File: src/rtl/ctrl_sig_pipe.sv
// Control-signal pipeline: carries decoded control words from ID through DEPTH stage
// registers with per-stage field masking, valid tracking, bubble/stall/flush control.
module ctrl_sig_pipe #(
   parameter int                     WIDTH       = 21,
   parameter int                     DEPTH       = 3,
   parameter logic [WIDTH-1:0]       NOP_VALUE   = {WIDTH{1'b0}},
   parameter logic [DEPTH*WIDTH-1:0] STAGE_MASK  = {DEPTH{{WIDTH{1'b1}}}},
   parameter int                     FLUSH_DEPTH = 1,
   parameter int                     CNT_W       = 16
) (
   input  logic                     Clk,
   input  logic                     Rst,
   input  logic                     LE,
   input  logic                     S,
   input  logic                     flush,
   input  logic [WIDTH-1:0]         ctrl_in,
   input  logic                     valid_in,
   output logic [DEPTH*WIDTH-1:0]   stage_ctrl,
   output logic [DEPTH-1:0]         stage_valid,
   output logic [CNT_W-1:0]         stall_cnt,
   output logic [CNT_W-1:0]         bubble_cnt
);

   localparam logic [CNT_W-1:0] CNT_ONE = {{(CNT_W-1){1'b0}}, 1'b1};
   localparam logic [CNT_W-1:0] CNT_MAX = {CNT_W{1'b1}};

   logic [WIDTH-1:0] stage_q    [DEPTH];
   logic [WIDTH-1:0] stage_next [DEPTH];
   logic [DEPTH-1:0] valid_q;
   logic [DEPTH-1:0] valid_next;
   logic [CNT_W-1:0] stall_q;
   logic [CNT_W-1:0] bubble_q;
   logic             insert_nop;
   logic             advance;

   assign insert_nop = flush | S;
   assign advance    = flush | S | LE;

   // Next contents assuming the pipe advances; masking is applied on entry to each stage
   // so a field cleared upstream can never reappear further down.
   always_comb begin
      for (int k = 0; k < DEPTH; k++) begin
         stage_next[k] = NOP_VALUE & STAGE_MASK[k*WIDTH +: WIDTH];
         valid_next[k] = 1'b0;
         if (!(flush && (k < FLUSH_DEPTH))) begin
            if (k == 0) begin
               if (!insert_nop) begin
                  stage_next[k] = ctrl_in & STAGE_MASK[k*WIDTH +: WIDTH];
                  valid_next[k] = valid_in;
               end
            end else begin
               stage_next[k] = stage_q[k-1] & STAGE_MASK[k*WIDTH +: WIDTH];
               valid_next[k] = valid_q[k-1];
            end
         end
      end
   end

   always_ff @(posedge Clk) begin
      if (Rst) begin
         for (int k = 0; k < DEPTH; k++) begin
            stage_q[k] <= NOP_VALUE & STAGE_MASK[k*WIDTH +: WIDTH];
         end
         valid_q <= '0;
      end else if (advance) begin
         for (int k = 0; k < DEPTH; k++) begin
            stage_q[k] <= stage_next[k];
         end
         valid_q <= valid_next;
      end
   end

   // Counters saturate instead of wrapping so a long stall never looks like a short one.
   always_ff @(posedge Clk) begin
      if (Rst) begin
         stall_q  <= '0;
         bubble_q <= '0;
      end else if (insert_nop) begin
         if (bubble_q != CNT_MAX) bubble_q <= bubble_q + CNT_ONE;
      end else if (!LE) begin
         if (stall_q != CNT_MAX) stall_q <= stall_q + CNT_ONE;
      end
   end

   always_comb begin
      for (int k = 0; k < DEPTH; k++) begin
         stage_ctrl[k*WIDTH +: WIDTH] = stage_q[k];
      end
   end

   assign stage_valid = valid_q;
   assign stall_cnt   = stall_q;
   assign bubble_cnt  = bubble_q;

endmodule

File: config.mk
export PLATFORM = sky130hd
export DESIGN_NAME = ctrl_sig_pipe
export DESIGN_NICKNAME = d
export VERILOG_FILES = /design/src/rtl/ctrl_sig_pipe.sv
export SDC_FILE = /design/constraint.sdc
export NUM_CORES = 1
export LEC_CHECK = 0
export CORE_ASPECT_RATIO = 1.75
export CORE_UTILIZATION = 50
export DETAILED_ROUTE_END_ITERATION = 10
export GPL_TIMING_DRIVEN = 0
export PLACE_DENSITY_LB_ADDON = 0.2
export SYNTH_ARGS = -nofsm -noshare
export SYNTH_HDL_FRONTEND = slang
export SYNTH_SLANG_ARGS = --single-unit
File: constraint.sdc
create_clock -name Clk -period 6.19 [get_ports Clk]
set_input_delay 1.238 -clock Clk [delete_from_list [all_inputs] [get_ports Clk]]
set_output_delay 1.238 -clock Clk [all_outputs]
set_load 0.01 [all_outputs]
# Word level (Yosys, flattened, before mapping)

Memory sizes are Yosys's and may differ from the RTL's.
Index checks and enable logic that the tools add are counted.

Reductions and logical operators: 2
Equal/unequal tests: 2
Muxes and demuxes: 12
Bitwise gates (word level): 7
Add/sub/neg operators: 2

Operators with widths:

| operator                                       | number |
|---|---|
| 2-to-1 mux 21 bit                              | 5 |
| adder 16 x 1 -> 16 bit (second input constant) | 2 |
| != test 16 bit (second input constant)         | 2 |
| 2-to-1 mux 1 bit                               | 7 |
| OR 1 bit                                       | 5 |
| AND reduction 3 bit                            | 1 |
| inverter 1 bit                                 | 2 |
| AND reduction 2 bit                            | 1 |

Output and inout port bits: 98
Word-level logic and storage cells: 29
Input bits: 27
Memories kept: 1
RAM bits: 63
Register bits: 35

Memories:

| memory  | depth | bits a word | rd ports | clocked after memory_dff | wr ports | line | source |
|---|---|---|---|---|---|---|---|
| stage_q | 3     | 21          | 3        | 0                        | 3        | 27   | `logic [WIDTH-1:0] stage_q [DEPTH];` |

# Depth between registers and ports, before layout

Depth after elaboration: 6
Depth in mapped cells: 7
Depth with buffers taken out: 5

# Worst setup path after synthesis

Ideal clock, no wire load.

Kind: input to register
From: input port S
To: memory stage_q[0][0] (enable)
Path slack: 2.522 ns
Arrival: 2.985 ns
Library setup time: 0.684 ns
Stages on the path: 3
Required time: 5.506 ns
Cell sequence: or2_2 nor2_1 nand2_1

RTL lines:

| what               | line | source |
|---|---|---|
| start: declaration | 14   | `input logic S,` |
| end: declaration   | 27   |  |

==> impl_summary.md <==
Floorplan
125 I/O pins were placed. In this run the standard cell core region covers 8020 sq um. The floorplan die area is 8700 sq um. Once the floorplan was initialized, standard cells occupied 51.9% of the core. The die is 71.0 microns wide. In this run the vertical extent of the chip is 123 microns.

The number of rows in the core area is 43.

Routing
The number of nets with antenna violations after routing is 0. The average wire per cell in the routed design is about 16 microns. The first detailed-routing pass took 9 iterations.

After the first detailed-routing iteration, the DRC count stood at 201. The number of remaining DRC errors is 12. The mean number of vias per cell is approximately 5.5. The detailed-route via count is 3174. The final routed wirelength across all metal layers is 9.16 mm.

Finish
The core utilization of the finished layout is roughly 73%. From synthesis to final layout, the design area changed by 40.5%. The repair_antennas step left the layout with diodes totalling 0. The area used by multi-input combinational logic is around 1500 sq um. The number of fill cells in the layout is approximately 550. Across the whole layout, storage elements account for 2590 sq um.

The fraction of final layout cells with drive strength greater than 1 is between 7 and 8%. The post-layout net count is 508.

GRT
The maximum number of pins on one net before global-route repair is 36. The number of global-route vias before repair is 3000. Summed over all layers, the global routing overflow is 0.

The combined global-route utilization of all metal layers is 21.5%. The initial antenna violation count is 0. The first-pass GRT wire length is approximately 14 mm.

Yosys
The Yosys step of the flow raised 0 warnings. The number of nets in the synthesized netlist is 373. The biggest area contributor in the post-synthesis netlist is edfxtp_1. The portion of synthesized area spent on multiplexers is 2.56%. After synthesis the cells add up to 4160 sq um. For this run, the leading register cell type out of synthesis is edfxtp_1. In this run the mean area of a mapped cell was 12.1 sq um. Summing the areas of all compound-gate instances in the mapped netlist gives 7.28% of the synthesized area. After Yosys synthesis, full adders, half adders and majority gates account for 0.602% of the synthesized area. The number of flops mapped to enable cells by yosys is 63.

After synthesis, the largest family of logic cells by area is simple AND/OR/NAND/NOR gates. Ranked by total cell area, the synthesized netlist is headed by edfxtp_1 (45%), dfxtp_1 (17%), and2_1 (9.8%). The fraction of registers with async set or reset after synthesis is 0%. The post-synthesis sequential element count is 98. Of the total synthesized cell area, the portion taken by AND, OR, NAND and NOR gates is ~25%. The distinct cell type count after synthesis is 51. The share of synthesized area occupied by flip-flops and latches is 62.3%. Synthesis handed over a netlist of 344 instances.

In this run the biggest area consumer among cell types represents 45.5% of the synthesized area. The parity-gate share of the synthesized area counting xor and xnor cells is 0.421%.

Hold path
The min-delay analysis places its worst path in the category reg -> reg. The worst-case hold path end point is bubble_cnt[11]. The startpoint of the lowest-slack hold path is bubble_cnt[11].

The number of instances on the worst hold path is 1.

Clock tree
Clock-pin slew was measured on the worst setup and hold paths at 60 ps. The H-tree was split into 3 levels. The insertion delay to the later sink of the worst-skew pair is 330 ps. The number of setup buffers added after CTS is 0. The clock passes through at most 2 buffers.

The number of buffers added by the clock tree synthesis step is 9. The count of clock tree sinks is roughly 100. The cell sitting at the root of the clock tree is a clkbuf_16. The hold buffer count at CTS is 0. The post-cts resize count is 0. The TritonCTS clock tree is yes.

Timing
The post-route minimum period is 3450 ps. The number of hold violations in the final report was 0. The worst slack on hold paths is 507 ps.

Of the available clock period, the critical path in the final layout requires 55.7%. Timing would allow up to 290 MHz. The setup TNS after final layout is 0 ps. Setup repair after global routing left no endpoint under its margin. Clock skew on the completed layout was measured at 4.03 ps.

The number of slew-limit violations in the final report is 0. The actual transition at the worst max-transition pin is just under 700 ps. Setup violations remaining at the end of the flow were counted as 0. The normalized max-slew margin is a little over half.

Setup path
The largest single stage delay on the critical path is 560 ps. For the worst setup path, the data arrival time is 3530 ps. The worst setup path is launched from an input port. The cell count of the worst reg-to-reg path is 5. The type of the setup path with the least slack is in -> reg. In this run the critical register-to-register path is launched from stall_cnt[0]. STA classifies the critical path endpoint as a flop. The cell class contributing the biggest share of worst-path delay is simple AND/OR/NAND/NOR gates. The highest-delay cell along the critical path is clkdlybuf4s50_1. The end of the worst register-to-register path is stall_cnt[14]. The buffering stage count on the worst path with inverters included is 2.

Data on the critical path is required at its endpoint by 6270 ps. Across all register-to-register paths, the minimum setup slack is 4200 ps. The critical path goes through clkdlybuf4s50_1 -> or2_2 -> nor2_1 -> nand2_2 -> buf_12. The largest fanout of any net on the critical path is 35.

Placed design
The count of buffers added on input and output ports is 123. The congestion estimate from routability-driven global placement came to between 0.8 and 0.9. The wire-length estimate of the detail-placed layout is 6.75 mm.

Run status
The final reports fail on DRC. The run finished, with violations left.

Power and ir drop
The highest ir drop seen on vdd is 0.183 mV. The power per cell area is 244 nW/um^2. The analysis attributes to cell leakage a power of 2.15 nW.

Flow run
The max-cap violation count is 0.
kinds of logic after synthesis:
kind of cell | Yosys count
AND/OR/NAND/NOR | 166
flip-flops | 98
buffers and inverters | 21
XOR/XNOR | 2
AO/OA/AOI/OAI | 45
multiplexers | 10
adder cells (fa/ha/maj) | 2
state kept, by name (all words and copies together) (netlist names):
name         cells
stage_q         63
bubble_cnt      16
stall_cnt       16
stage_valid      3
per-layer routing:
layer	wire, microns	GRT usage, %
met2	5080	41.0
met5	0	0
met4	249	11.0
met1	3320	21.6
met3	512	4.35
cell usage after synthesis (all sizes together), types with 2 or more instances:
cell type	count
o211a	2
o21ai	7
o2111ai	2
inv	4
nand4	11
mux2	5
buf	6
nor4	8
nor2	20
or4	10
mux2i	5
edfxtp	63
nor2b	6
dfxtp	35
nand2	14
and4	2
and3	2
clkbuf	10
a21oi	16
ha	2
or3	5
nor4b	2
nor3	8
o31ai	9
nand3	9
and2	65
power breakdown:
group / internal [mW] / switching [mW] / leakage, nW
logic: 0.0633 / 0.0463 / 0.966
registers: 0.717 / 0.0115 / 1.03
clock network: 0.355 / 0.230 / 0.151
through the flow:
step / total power, mW / std cells / worst slack [ps] / cell area, sq um
6_report: 1.42 / 574 / 2740 / 5840
5_1_grt: 1.47 / 574 / 2530 / 5840
4_1_cts: 1.44 / 574 / 2750 / 5840
3_5_place_dp: 0.853 / 558 / 2390 / 5530
3_3_place_gp: 0.849 / 557 / 1260 / 5500
2_1_floorplan: 0.780 / 344 / 2520 / 4160
cells in the final DEF, fill, tap and decap left out, types with 3 or more instances in the layout:
master / count
clkdlybuf4s50_1: 123
and2_1: 65
edfxtp_1: 63
dfxtp_1: 35
nor2_1: 20
a21oi_1: 16
nand2_1: 13
clkbuf_1: 11
nand4_1: 10
nand3_1: 9
or4_1: 9
o31ai_1: 9
clkbuf_16: 9
nor3_1: 8
o21ai_0: 7
nor2b_1: 6
nor4_1: 6
mux2i_1: 5
mux2_2: 5
inv_1: 4
buf_4: 3
or3_1: 3
cell type report:
cell class,count,share of cell area [%]
buffer,16,1.26
clock buffer,10,3.92
clock inverter,6,1.52
inverter,5,0.321
multi-input combinational,225,25.3
sequential,98,44.4
tap,90,1.93
timing repair buffer,124,21.4
worst max path at each step:
stage / endpoint / cells after the start / slack (ps) / from
floorplan: stage_q[0][0] / 3 / 2520 / S
global placement: stage_q[0][24] / 4 / 1260 / S
detailed placement: stage_q[0][8] / 5 / 2390 / S
CTS: stage_q[0][4] / 5 / 2750 / S
global route: stage_q[0][4] / 5 / 2530 / flush
finish: stage_q[0][1] / 5 / 2740 / S
No activity file was read; power rests on OpenSTA's default activity.
